===== src/rtl/rv_ctrl_pkg.sv =====
// Shared encodings for the multi-cycle RV32I control sequencer: states, ALU codes,
// opcodes, mux selects and fault causes, plus the opcode-to-class decoder.
package rv_ctrl_pkg;

  typedef enum logic [2:0] {
    ST_RESET  = 3'd0,
    ST_FETCH  = 3'd1,
    ST_DECODE = 3'd2,
    ST_EXEC   = 3'd3,
    ST_MEM    = 3'd4,
    ST_WB     = 3'd5,
    ST_FAULT  = 3'd6
  } state_t;

  typedef enum logic [3:0] {
    CLS_R, CLS_IMM, CLS_LOAD, CLS_STORE, CLS_BRANCH, CLS_JAL, CLS_JALR,
    CLS_LUI, CLS_AUIPC, CLS_FENCE, CLS_SYSTEM, CLS_ILLEGAL
  } iclass_t;

  localparam logic [3:0] ALU_ADD   = 4'd0;
  localparam logic [3:0] ALU_SUB   = 4'd1;
  localparam logic [3:0] ALU_SLL   = 4'd2;
  localparam logic [3:0] ALU_SLT   = 4'd3;
  localparam logic [3:0] ALU_SLTU  = 4'd4;
  localparam logic [3:0] ALU_XOR   = 4'd5;
  localparam logic [3:0] ALU_SRL   = 4'd6;
  localparam logic [3:0] ALU_SRA   = 4'd7;
  localparam logic [3:0] ALU_OR    = 4'd8;
  localparam logic [3:0] ALU_AND   = 4'd9;
  localparam logic [3:0] ALU_PASSB = 4'd10;

  localparam logic [6:0] OP_R      = 7'b0110011;
  localparam logic [6:0] OP_IMM    = 7'b0010011;
  localparam logic [6:0] OP_LOAD   = 7'b0000011;
  localparam logic [6:0] OP_STORE  = 7'b0100011;
  localparam logic [6:0] OP_BRANCH = 7'b1100011;
  localparam logic [6:0] OP_JAL    = 7'b1101111;
  localparam logic [6:0] OP_JALR   = 7'b1100111;
  localparam logic [6:0] OP_LUI    = 7'b0110111;
  localparam logic [6:0] OP_AUIPC  = 7'b0010111;
  localparam logic [6:0] OP_FENCE  = 7'b0001111;
  localparam logic [6:0] OP_SYSTEM = 7'b1110011;

  localparam logic [1:0] RS_RS1    = 2'b00;
  localparam logic [1:0] RS_PC_BR  = 2'b01;
  localparam logic [1:0] RS_PC_J   = 2'b10;

  localparam logic [1:0] PC_PLUS4  = 2'b00;
  localparam logic [1:0] PC_ALU    = 2'b01;
  localparam logic [1:0] PC_ALU_C0 = 2'b10;

  localparam logic [1:0] WB_ALU    = 2'b00;
  localparam logic [1:0] WB_MDR    = 2'b01;
  localparam logic [1:0] WB_PC4    = 2'b10;

  localparam logic [1:0] CAUSE_NONE    = 2'b00;
  localparam logic [1:0] CAUSE_ILLEGAL = 2'b01;
  localparam logic [1:0] CAUSE_TIMEOUT = 2'b10;
  localparam logic [1:0] CAUSE_SYSTEM  = 2'b11;

  function automatic iclass_t decode_class(input logic [6:0] op);
    iclass_t c;
    case (op)
      OP_R:      c = CLS_R;
      OP_IMM:    c = CLS_IMM;
      OP_LOAD:   c = CLS_LOAD;
      OP_STORE:  c = CLS_STORE;
      OP_BRANCH: c = CLS_BRANCH;
      OP_JAL:    c = CLS_JAL;
      OP_JALR:   c = CLS_JALR;
      OP_LUI:    c = CLS_LUI;
      OP_AUIPC:  c = CLS_AUIPC;
      OP_FENCE:  c = CLS_FENCE;
      OP_SYSTEM: c = CLS_SYSTEM;
      default:   c = CLS_ILLEGAL;
    endcase
    return c;
  endfunction

endpackage


===== src/rtl/alu_decode.sv =====
// Maps instruction class and funct fields onto the ALU operation code.
module alu_decode
  import rv_ctrl_pkg::*;
(
  input  iclass_t    cls,
  input  logic [2:0] funct3,
  input  logic       funct7_5,
  output logic [3:0] alu_op
);

  // Immediate ALU ops share the R-type table, but funct7_5 only selects SRA there
  always_comb begin
    alu_op = ALU_ADD;
    case (cls)
      CLS_R, CLS_IMM: begin
        case (funct3)
          3'b000: alu_op = (cls == CLS_R && funct7_5) ? ALU_SUB : ALU_ADD;
          3'b001: alu_op = ALU_SLL;
          3'b010: alu_op = ALU_SLT;
          3'b011: alu_op = ALU_SLTU;
          3'b100: alu_op = ALU_XOR;
          3'b101: alu_op = funct7_5 ? ALU_SRA : ALU_SRL;
          3'b110: alu_op = ALU_OR;
          3'b111: alu_op = ALU_AND;
        endcase
      end
      CLS_LUI: alu_op = ALU_PASSB;
      default: alu_op = ALU_ADD;
    endcase
  end

endmodule


===== src/rtl/multicycle_ctrl.sv =====
// Control FSM for the multi-cycle RV32I core: sequences fetch/decode/exec/mem/wb,
// handshakes with memories and latches a sticky fault on illegal/system/timeout.
module multicycle_ctrl
  import rv_ctrl_pkg::*;
#(
  parameter int unsigned TIMEOUT = 255
) (
  input  logic       clk,
  input  logic       rst_n,
  input  logic [6:0] opcode,
  input  logic [2:0] funct3,
  input  logic       funct7_5,
  input  logic       br_taken,
  input  logic       imem_ready,
  input  logic       dmem_ready,
  output logic       imem_req,
  output logic       dmem_req,
  output logic       dmem_we,
  output logic       ir_we,
  output logic       mdr_we,
  output logic       pc_we,
  output logic [1:0] pc_sel,
  output logic [1:0] rs_sel,
  output logic       b_sel,
  output logic [3:0] alu_op,
  output logic       reg_we,
  output logic [1:0] wb_sel,
  output logic       fault,
  output logic [1:0] fault_cause,
  output logic [2:0] state
);

  localparam logic [7:0] TIMEOUT_CNT = 8'(TIMEOUT);

  state_t     cur_state, nxt_state;
  iclass_t    cls;
  logic [7:0] wait_cnt;
  logic       timed_out;
  logic [1:0] cause_q, nxt_cause;
  logic [3:0] dec_alu_op;

  assign cls         = decode_class(opcode);
  assign timed_out   = (wait_cnt == TIMEOUT_CNT);
  assign state       = cur_state;
  assign fault_cause = cause_q;

  alu_decode u_alu_decode (
    .cls      (cls),
    .funct3   (funct3),
    .funct7_5 (funct7_5),
    .alu_op   (dec_alu_op)
  );

  always_ff @(posedge clk or negedge rst_n) begin
    if (!rst_n) cur_state <= ST_RESET;
    else        cur_state <= nxt_state;
  end

  // Wait counter restarts on every transition; the cause is captured on fault entry only
  always_ff @(posedge clk or negedge rst_n) begin
    if (!rst_n) begin
      wait_cnt <= '0;
      cause_q  <= CAUSE_NONE;
    end else begin
      if (nxt_state != cur_state)
        wait_cnt <= '0;
      else if (cur_state == ST_FETCH || cur_state == ST_MEM)
        wait_cnt <= wait_cnt + 8'd1;
      if (nxt_state == ST_FAULT && cur_state != ST_FAULT)
        cause_q <= nxt_cause;
    end
  end

  always_comb begin
    nxt_state = cur_state;
    nxt_cause = CAUSE_NONE;
    imem_req  = 1'b0;
    dmem_req  = 1'b0;
    dmem_we   = 1'b0;
    ir_we     = 1'b0;
    mdr_we    = 1'b0;
    pc_we     = 1'b0;
    pc_sel    = PC_PLUS4;
    rs_sel    = RS_RS1;
    b_sel     = 1'b0;
    alu_op    = ALU_ADD;
    reg_we    = 1'b0;
    wb_sel    = WB_ALU;
    fault     = 1'b0;
    case (cur_state)
      ST_RESET: nxt_state = ST_FETCH;
      ST_FETCH: begin
        imem_req = 1'b1;
        if (imem_ready) begin
          ir_we     = 1'b1;
          nxt_state = ST_DECODE;
        end else if (timed_out) begin
          nxt_state = ST_FAULT;
          nxt_cause = CAUSE_TIMEOUT;
        end
      end
      ST_DECODE: begin
        case (cls)
          CLS_SYSTEM: begin
            nxt_state = ST_FAULT;
            nxt_cause = CAUSE_SYSTEM;
          end
          CLS_ILLEGAL: begin
            nxt_state = ST_FAULT;
            nxt_cause = CAUSE_ILLEGAL;
          end
          default: nxt_state = ST_EXEC;
        endcase
      end
      // Branches resolve and retire here; everything else moves on to MEM or WB
      ST_EXEC: begin
        alu_op = dec_alu_op;
        b_sel  = (cls != CLS_R && cls != CLS_FENCE);
        if (cls == CLS_BRANCH)
          rs_sel = RS_PC_BR;
        else if (cls == CLS_JAL || cls == CLS_AUIPC)
          rs_sel = RS_PC_J;
        case (cls)
          CLS_LOAD, CLS_STORE: nxt_state = ST_MEM;
          CLS_BRANCH: begin
            pc_we     = 1'b1;
            pc_sel    = br_taken ? PC_ALU : PC_PLUS4;
            nxt_state = ST_FETCH;
          end
          default: nxt_state = ST_WB;
        endcase
      end
      ST_MEM: begin
        dmem_req = 1'b1;
        dmem_we  = (cls == CLS_STORE);
        if (dmem_ready) begin
          if (cls == CLS_STORE) begin
            pc_we     = 1'b1;
            nxt_state = ST_FETCH;
          end else begin
            mdr_we    = 1'b1;
            nxt_state = ST_WB;
          end
        end else if (timed_out) begin
          nxt_state = ST_FAULT;
          nxt_cause = CAUSE_TIMEOUT;
        end
      end
      ST_WB: begin
        reg_we    = (cls != CLS_FENCE);
        pc_we     = 1'b1;
        nxt_state = ST_FETCH;
        if (cls == CLS_LOAD)
          wb_sel = WB_MDR;
        else if (cls == CLS_JAL || cls == CLS_JALR)
          wb_sel = WB_PC4;
        if (cls == CLS_JAL)
          pc_sel = PC_ALU;
        else if (cls == CLS_JALR)
          pc_sel = PC_ALU_C0;
      end
      ST_FAULT: fault = 1'b1;
      default: nxt_state = ST_RESET;
    endcase
  end

endmodule


===== config.mk =====
export PLATFORM = sky130hd
export DESIGN_NAME = multicycle_ctrl
export DESIGN_NICKNAME = d
export VERILOG_FILES = /design/src/rtl/rv_ctrl_pkg.sv /design/src/rtl/alu_decode.sv /design/src/rtl/multicycle_ctrl.sv
export SDC_FILE = /design/constraint.sdc
export NUM_CORES = 1
export LEC_CHECK = 0
export CORE_ASPECT_RATIO = 0.75
export CORE_MARGIN = 2
export CORE_UTILIZATION = 50
export DETAILED_ROUTE_END_ITERATION = 8
export PLACE_DENSITY = 0.83
export RECOVER_POWER = 100
export SYNTH_ARGS = -nofsm -noshare
export SYNTH_HDL_FRONTEND = slang
export SYNTH_SLANG_ARGS = --single-unit

===== constraint.sdc =====
create_clock -name clk -period 8 [get_ports clk]
set_input_delay 2.4 -clock clk [delete_from_list [all_inputs] [get_ports clk]]
set_output_delay 2.4 -clock clk [all_outputs]
set_load 0.01 [all_outputs]

==> key figures <==
CTS
  – Quantity of gates resized following cts: 0
  – Setup Buffers After CTS: 0
  – CTS root buf: clkbuf_4
  – CTS buffer count: 3
  – CTS clk-pin slew, worst paths: 80 ps
  – TritonCTS Sinks: 13
  – CTS H-tree depth: 1
  – TritonCTS clock tree: built
  – Hold Buf Count CTS: 0
  – Clock Latency Late Sink: 290 ps
  – Max clock buf depth: 2

Synthesis
  – Cell taking the most area after synthesis: dfrtp_1
  – Syn Inst Count: 157
  – Main flop type after synthesis: dfrtp_1
  – Area contributors post-synth: dfrtp_1, nor2_1, nand2_1, nor3_1, xnor2_1
  – Syn_nets: 174
  – Post-Syn Area: 1260 µm²
  – FF+latch count, synth: 13
  – Unique masters post-synth: 57
  – Most numerous cell in the Yosys netlist: nor2_1
  – Yosys top cell area share: 25.7%
  – Top cells by count, synth: nor2_1, dfrtp_1, nand2_1
  – Mean Syn Cell Area: 8.06 µm²
  – Number of enable flip-flop cells after synthesis: 0
  – Synth async-reset ratio: 100%
  – Sequential-to-total area share from yosys stat: 25.7%
  – YS warnings: 0

Setup path
  – Critical Path Start: opcode[3]
  – R2R setup slack: 5990 ps
  – CP required: 5600 ps
  – Reg2reg start: state[1]$_DFF_PN0_
  – CP max FO: 10
  – Startpoint types: input port
  – Worst R2R Path Depth: 5
  – CP endpoint kind: output pin
  – WS Path Type: in2out
  – CP endpoint: alu_op[0]
  – Critical path arrival: 4870 ps
  – R2r endpoint: fault_cause[1]$_DFFE_PN0P_

Routing
  – DR pass1 iterations: 4
  – Vias per cell: 5.83
  – Initial DRC count: 90
  – # DRC: 0
  – Routed WL: 3410 µm
  – WL/cell: 15.1 µm
  – Remaining antenna violation count: 0
  – Routed vias: 1318

Final layout
  – # diodes: 0
  – P&R area growth vs syn: 28.7%
  – Register area: 325 µm²
  – Fraction of layout cells with a size suffix above 1: 6.25%
  – Fill cell count: 198
  – Final Cell Area: 1630 µm²
  – Multi-input combinational cell area: 821 µm²
  – Post-layout nets: 210

Timing
  – Tcrit/Tclk final: 90.8%
  – Post-Route Skew: 0.365 ps
  – Max Clk Rate: 0.138 GHz
  – Post-layout minimum cycle time: 7270 ps
  – Worst slew pin tran: 914 ps
  – Final TNS setup: 0 ps
  – Final setup violating endpoints: 0
  – RSZ-0062 raised after global routing: no
  – Worst rel slew slack: 38.3%
  – Max Slew Vio Count: 0
  – Final Hold Fails: 0

Power
  – Clock share of power: 12.7%
  – Internal power: 0.181 mW
  – Sw Pwr: 0.153 mW
  – Seq pwr share: 32.2%
  – Pwr dens: 205 nW/µm²
  – Combinational share of power: 55.0%
  – Maximum vdd drop: 0.140 mV
  – Sw frac: 45.8%
  – P_leak: 0.637 nW

Placement
  – Input/output buffers: 39
  – Post-detail-place hpwl: 2620 µm
  – Area of placed instances: 1650 µm²
  – Final Wtd Congestion: 0.885

GRT
  – First-pass GRT wire length: 5460 µm
  – Total track usage: 26.0%
  – Initial antenna violation count: 0
  – Vias in the first global route: 1214
  – GRT Residual Overflow: 0
  – Largest net degree at the start of global routing: 19

Floorplanning
  – Core footprint: 2350 µm²
  – IO Pins: 40
  – Starting Density: 53.9%
  – Die area: 2950 µm²
  – Die height: 47.6 µm
  – Die W: 62.1 µm
  – Row count: 15

Outcome
  – Outcome: completed

Worst hold path
  – Hold Crit Class: reg2reg
  – Worst Hold Depth: 2

Flow run
  – Max Cap Viol: 0
[how the worst min path moves through the flow]
stage | slack [ps] | startpoint | end
floorplan | 500 | wait_cnt[6]$_DFFE_PN0P_ | wait_cnt[6]$_DFFE_PN0P_
global placement | 530 | fault_cause[0]$_DFFE_PN0P_ | fault_cause[0]$_DFFE_PN0P_
detailed placement | 540 | wait_cnt[6]$_DFFE_PN0P_ | wait_cnt[6]$_DFFE_PN0P_
CTS | 550 | fault_cause[0]$_DFFE_PN0P_ | fault_cause[0]$_DFFE_PN0P_
global route | 580 | fault_cause[0]$_DFFE_PN0P_ | fault_cause[0]$_DFFE_PN0P_
finish | 550 | fault_cause[0]$_DFFE_PN0P_ | fault_cause[0]$_DFFE_PN0P_
[flip-flops by register name, summed over array words and instances (netlist names)]
register,cells
state,3
fault_cause,2
wait_cnt,8
[layout make-up]
class,instances,share of cell area (%)
tap,34,2.61
multi-input combinational,130,50.4
clock buffer,4,1.61
timing repair buffer,39,24.0
sequential,13,20.0
inverter,6,1.38
[kinds of logic after synthesis]
| family | count (synthesis) | share of synthesized area, % |
|---|---|---|
| compound gates | 39 | 24.7 |
| xor+xnor | 8 | 5.54 |
| fa+ha+maj | 1 | 0.989 |
| buf+inv | 14 | 5.54 |
| flops | 13 | 25.7 |
| simple gates | 82 | 37.5 |
[metal layers]
metal / vias up / global-route usage [%] / part of all wire, %
li1: 656 / - / -
met1: 619 / 36.3 / 49
met2: 37 / 39.0 / 45
met3: 6 / 6.76 / 5.2
met4: 0 / 9.36 / 1.4
met5: - / 0 / 0
[critical path, stage by stage]
cell           delay [ps]
dlygate4sd3_1         660
nand4bb_1             320
nor2_1                180
a41oi_1               120
or3_1                 340
a211oi_2              210
dlygate4sd3_1         620
[power by group through the flow]
stage | Combinational [mW] | Clock, mW | Sequential, mW
2_1_floorplan | 0.139 | 0 | 0.0905
4_1_cts | 0.198 | 0.0420 | 0.108
3_5_place_dp | 0.197 | 0 | 0.109
5_1_grt | 0.200 | 0.0464 | 0.111
3_3_place_gp | 0.193 | 0 | 0.108
6_report | 0.183 | 0.0425 | 0.108
[metrics by stage]
stage / hold slack, ps / setup slack (ps) / utilization, % / instances / total power [mW]
6_report: 549 / 732 / 69.4 / 226 / 0.333
5_1_grt: 576 / 571 / 69.4 / 226 / 0.358
4_1_cts: 554 / 925 / 71.5 / 226 / 0.348
2_1_floorplan: 505 / 2030 / - / 157 / 0.229
3_5_place_dp: 540 / 937 / 70.3 / 222 / 0.307
3_3_place_gp: 530 / 996 / 70.3 / 222 / 0.301
[placed cells by master, fill, tap and decap left out, types with 5 or more instances in the layout]
master and n:
nand2_1 13, inv_1 6, dfrtp_1 13, clkdlybuf4s50_1 14, nor3_1 9, nor4_1 5, a21oi_1 7, dlygate4sd3_1 25
nor2_1 20, xnor2_1 5, nand3_1 8, o21ai_0 7
(Power assumes the default switching activity.)
==> patch 1, RTL diff (same settings) <==
Make the reset (`rst_n`) synchronous in 2 clocked blocks.
--- a/src/rtl/multicycle_ctrl.sv
+++ b/src/rtl/multicycle_ctrl.sv
@@ -51,13 +51,13 @@
     .alu_op   (dec_alu_op)
   );
 
-  always_ff @(posedge clk or negedge rst_n) begin
+  always_ff @(posedge clk) begin
     if (!rst_n) cur_state <= ST_RESET;
     else        cur_state <= nxt_state;
   end
 
   // Wait counter restarts on every transition; the cause is captured on fault entry only
-  always_ff @(posedge clk or negedge rst_n) begin
+  always_ff @(posedge clk) begin
     if (!rst_n) begin
       wait_cnt <= '0;
       cause_q  <= CAUSE_NONE;
Function: differs if rst_n is asserted again (counterexample within 4 cycles, from zero or initial values and one cycle with rst_n low); with rst_n held inactive, the same outputs for 10 cycles.
==> patch 1 against the unedited design <==
- sequential share of layout area decreased by 3.8 points
- routed wire length decreased by 0.79%
- register-to-register slack got worse by 670 ps
- maximum frequency decreased by 3.4%
- sequential cell count unchanged
- design area decreased by 1.2%
- critical path type unchanged
- setup slack got worse by 260 ps
- via count increased by 3.1%
- synthesized area decreased by 1.7%
- highest routed layer is now met3
Power is not compared: it rests on default switching activity, and its combinational part moved more than twofold at a synthesized area within 25%.
==> patch 1: results (changes against the unedited design) <==
[run_status]
status = complete, no violations  ; unchanged

[final_layout]
fin_nets = 222  ; was 210
largest_register_ffs = 8  ; unchanged
num-fill-cells = 231  ; was 198
drive_above_1_share = 0.0539  ; was 0.0625
fin_cells = 238  ; was 226
seq_area_sq_um = 260  ; was 325 sq um

[drt]
viasPerCell = 5.71  ; was 5.83
wl_met1_mm = 1.61  ; was 1.66 mm
topRoutingLayerUsed = met3  ; was met4
wirelength_mm = 3.38  ; was 3.41 mm
route.met2.wl_mm = 1.46  ; was 1.52 mm
drt_iter0_drc = 84  ; was 90
routed-wl-met3_um = 313  ; was 177 um

[logic_synthesis]
synth_area_leaders = dfxtp_1, nor2_1, nor3_1  ; was dfrtp_1, nor2_1, nand2_1
ys_types = 49  ; was 57
synthCells = 168  ; was 157
synth_top_flop_cell = dfxtp_1  ; was dfrtp_1
seq_area_frac_synth = 0.209  ; was 0.257
synth-async-reset-ratio = 0  ; was 1.00
synth_common_cells = nor2_1, nand2_1, dfxtp_1, nor3_1, a21oi_1  ; was nor2_1, dfrtp_1, nand2_1

[grt]
gr-usage-met3 = 0.0744  ; was 0.0676
use_met1 = 0.361  ; was 0.363
grt_max_degree = 15  ; was 19
gr-usage-all-layers = 0.252  ; was 0.260
grt_use_met2 = 0.385  ; was 0.390

[worst_setup_path]
cp.arrival_ps = 5130  ; was 4870 ps
cpPeakStageDelay_ps = 720  ; was 660 ps
crit_fanout = 14  ; was 10

[timing]
worstMarginPinSlew_ps = 664  ; was 914 ps
fin_skew_ps = 1.71  ; was 0.365 ps

[placement]
place_area_sq_um = 1630  ; was 1650 sq um
dp_cells = 234  ; was 222
hpwl_mm = 2.75  ; was 2.62 mm

[cts]
worstSkewPairLatency_ps = 270  ; was 290 ps

[patch 1: cell types whose count changed after synthesis, sizes merged, moves of 4 or more]
cell   before  now
and3        0    4
dfrtp      13    0
dfxtp       0   13
nor2       20   28
nor3        9   13
[patch 1: power by group through the flow]
| stage | Combinational (mW) | Sequential [mW] | Clock [mW] |
|---|---|---|---|
| after global routing | 0.0507 | 0.0697 | 0.0459 |
| after CTS | 0.0487 | 0.0694 | 0.0418 |
| final | 0.0460 | 0.0692 | 0.0406 |
| after global placement | 0.0472 | 0.0708 | 0 |
| after floorplan | 0.0315 | 0.0692 | 0 |
| after detailed placement | 0.0484 | 0.0709 | 0 |
[patch 1: logic make-up (layout without fill, tap and decap cells)]
| logic type | after synthesis | count (layout) | synth area share |
|---|---|---|---|
| simple gates | 96 | 96 | 0.426 |
| mux | 2 | 2 | 0.0171 |
| compound gates | 31 | 31 | 0.199 |
| fa+ha+maj | 1 | 1 | 0.0101 |
| buf+inv | 14 | 50 | 0.0614 |
| flops | 13 | 13 | 0.209 |
| xor+xnor | 11 | 11 | 0.0775 |
[patch 1: final cells by class]
type,instances,share of cell area
multi-input cells,141,0.535
repair buffers,39,0.243
flip-flops and latches,13,0.162
well taps,34,0.0265
inverters,7,0.0179
clock buffers,4,0.0163
[patch 1: path summary, 6_finish.rpt]
check	cells after the start	start	end	slack [ps]
worst max-delay path	8	opcode[6]	pc_sel[0]	470
worst min-delay path	2	fault_cause[1]	fault_cause[1]	480
worst max register to register	6	state[2]	fault_cause[0]	5320
worst min register to register	2	fault_cause[1]	fault_cause[1]	480
[patch 1: worst min-delay path, delay by kind of cell, from the launching register on]
family             cells  cell delay (ps)
DFF                    1              320
AOI/OAI and AO/OA      1               60
and+or+nand+nor        1               50
==> patch 2, RTL diff (same settings) <==
Without the edit above. The parameter `TIMEOUT` goes from 255 to 191.
--- a/src/rtl/multicycle_ctrl.sv
+++ b/src/rtl/multicycle_ctrl.sv
@@ -3,7 +3,7 @@
 module multicycle_ctrl
   import rv_ctrl_pkg::*;
 #(
-  parameter int unsigned TIMEOUT = 255
+  parameter int unsigned TIMEOUT = 191
 ) (
   input  logic       clk,
   input  logic       rst_n,
Check against the original RTL: same outputs for any inputs over 10 cycles, from zero or initial values and one cycle with rst_n low; that may be too few to reach the edited logic, so the function may still have changed.
==> patch 2 against the unedited design <==
- critical path depth fell by 1
- clock skew rose by 4.4 ps
- synthesized area fell by 7.5%
- global-route usage barely moved
- sequential cell count did not move
- total power fell by 8.7%
- utilization rose by 0.61 points
- design area fell by 3.2%
- routed wire length rose by 0.88%
- combinational power fell by 12%
- setup slack improved by 57 ps
==> patch 2: results (changes against the unedited design) <==
[run_status]
status = complete, no violations  ; unchanged

[final_layout]
multiInputGateArea_sq_um = 779  ; was 821 sq um
largest_register_ffs = 8  ; unchanged
signal_buffer_area_fraction = 0.248  ; was 0.240
num-fill-cells = 195  ; was 198
multi_input_gates = 126  ; was 130
design.seq.count = 13  ; unchanged
drive_above_1_share = 0.0319  ; was 0.0625
clk_share = 0.0175  ; was 0.0161
fin_nets = 206  ; was 210
sh_seq_area = 0.206  ; was 0.200

[logic_synthesis]
synthAdderAreaFrac = 0.0107  ; was 0.00989
syn_nets = 170  ; was 174
synth_xor_xnor_area_share = 0.0599  ; was 0.0554
synth_common_cells = nor2_1, dfrtp_1, o21ai_0  ; was nor2_1, dfrtp_1, nand2_1
seq_area_frac_synth = 0.278  ; was 0.257
synth_area_leaders = dfrtp_1, nor2_1, o21ai_0  ; was dfrtp_1, nor2_1, nand2_1
synth_compound_area_frac = 0.217  ; was 0.247
syn_avg_cell_area_sq_um = 7.65  ; was 8.06 sq um
netlist.area_leader.share = 0.278  ; was 0.257
ys_types = 42  ; was 57
muxShareOfSynthArea = 0.0257  ; was 0

[power_and_ir_drop]
p_int_uw = 164  ; was 181 uW
clkPwrFrac = 0.132  ; was 0.127
max-vdd-ir-drop_uv = 181  ; was 140 uV
combinationalPowerShare = 0.528  ; was 0.550
p_switching_uw = 141  ; was 153 uW
leakagePower_nw = 0.672  ; was 0.637 nW

[worst_hold_path]
whs_endpoint = wait_cnt[7]  ; was fault_cause[0]
hold_start = wait_cnt[7]  ; was fault_cause[0]

[grt]
grt_use_met2 = 0.393  ; was 0.390
use_met1 = 0.383  ; was 0.363
grt_first_pass_wirelength_mm = 5.39  ; was 5.46 mm
grt_pass1_vias = 1199  ; was 1,214
gr-usage-met3 = 0.0511  ; was 0.0676
gr-usage-all-layers = 0.260  ; about the same

[drt]
wl_met1_mm = 1.57  ; was 1.66 mm
wirelength_mm = 3.44  ; was 3.41 mm
route.met2.wl_mm = 1.56  ; was 1.52 mm
drtPass1Iterations = 4  ; unchanged
viasPerCell = 6.30  ; was 5.83
routed-wl-met3_um = 295  ; was 177 um

[placement]
hpwl_mm = 2.66  ; was 2.62 mm
dpl_worst_slack_ps = 984  ; was 937 ps
place_area_sq_um = 1560  ; was 1650 sq um

[timing]
max_slew_margin = 0.545  ; was 0.383
fin_skew_ps = 4.80  ; was 0.365 ps

[worst_setup_path]
reg2reg_to = wait_cnt[3]  ; was fault_cause[1]
crit_fanout = 9  ; was 10
ff2ff_setup_slack_ps = 5780  ; was 5990 ps
cp.arrival_ps = 4810  ; was 4870 ps
r2r_start = wait_cnt[0]  ; was state[1]

[cts]
postCtsSetupBuffers = 0  ; unchanged

## patch 2: cell count changes after synthesis, moves of 5 or more
cell,unedited run,this run
clkbuf_1,0,6
a31oi_1,2,7
o21ai_0,5,11
and3_1,0,6
## patch 2: how the worst max path moves through the flow
stage | start | endpoint | slack, ps | cells past startpoint
finish | opcode[3] | pc_we | 790 | 6
global route | opcode[2] | alu_op[0] | 700 | 7
CTS | opcode[3] | alu_op[1] | 980 | 6
detailed placement | opcode[3] | alu_op[1] | 980 | 6
global placement | opcode[3] | alu_op[1] | 1070 | 6
floorplan | opcode[6] | pc_sel[0] | 2020 | 5
## patch 2: stage by stage
stage | hold slack, ps | instances | utilization
after global routing | 575 | 213 | 0.700
after global placement | 528 | 209 | 0.692
final | 561 | 213 | 0.700
after detailed placement | 523 | 209 | 0.692
after floorplan | 509 | 153 | -
after CTS | 556 | 213 | 0.704
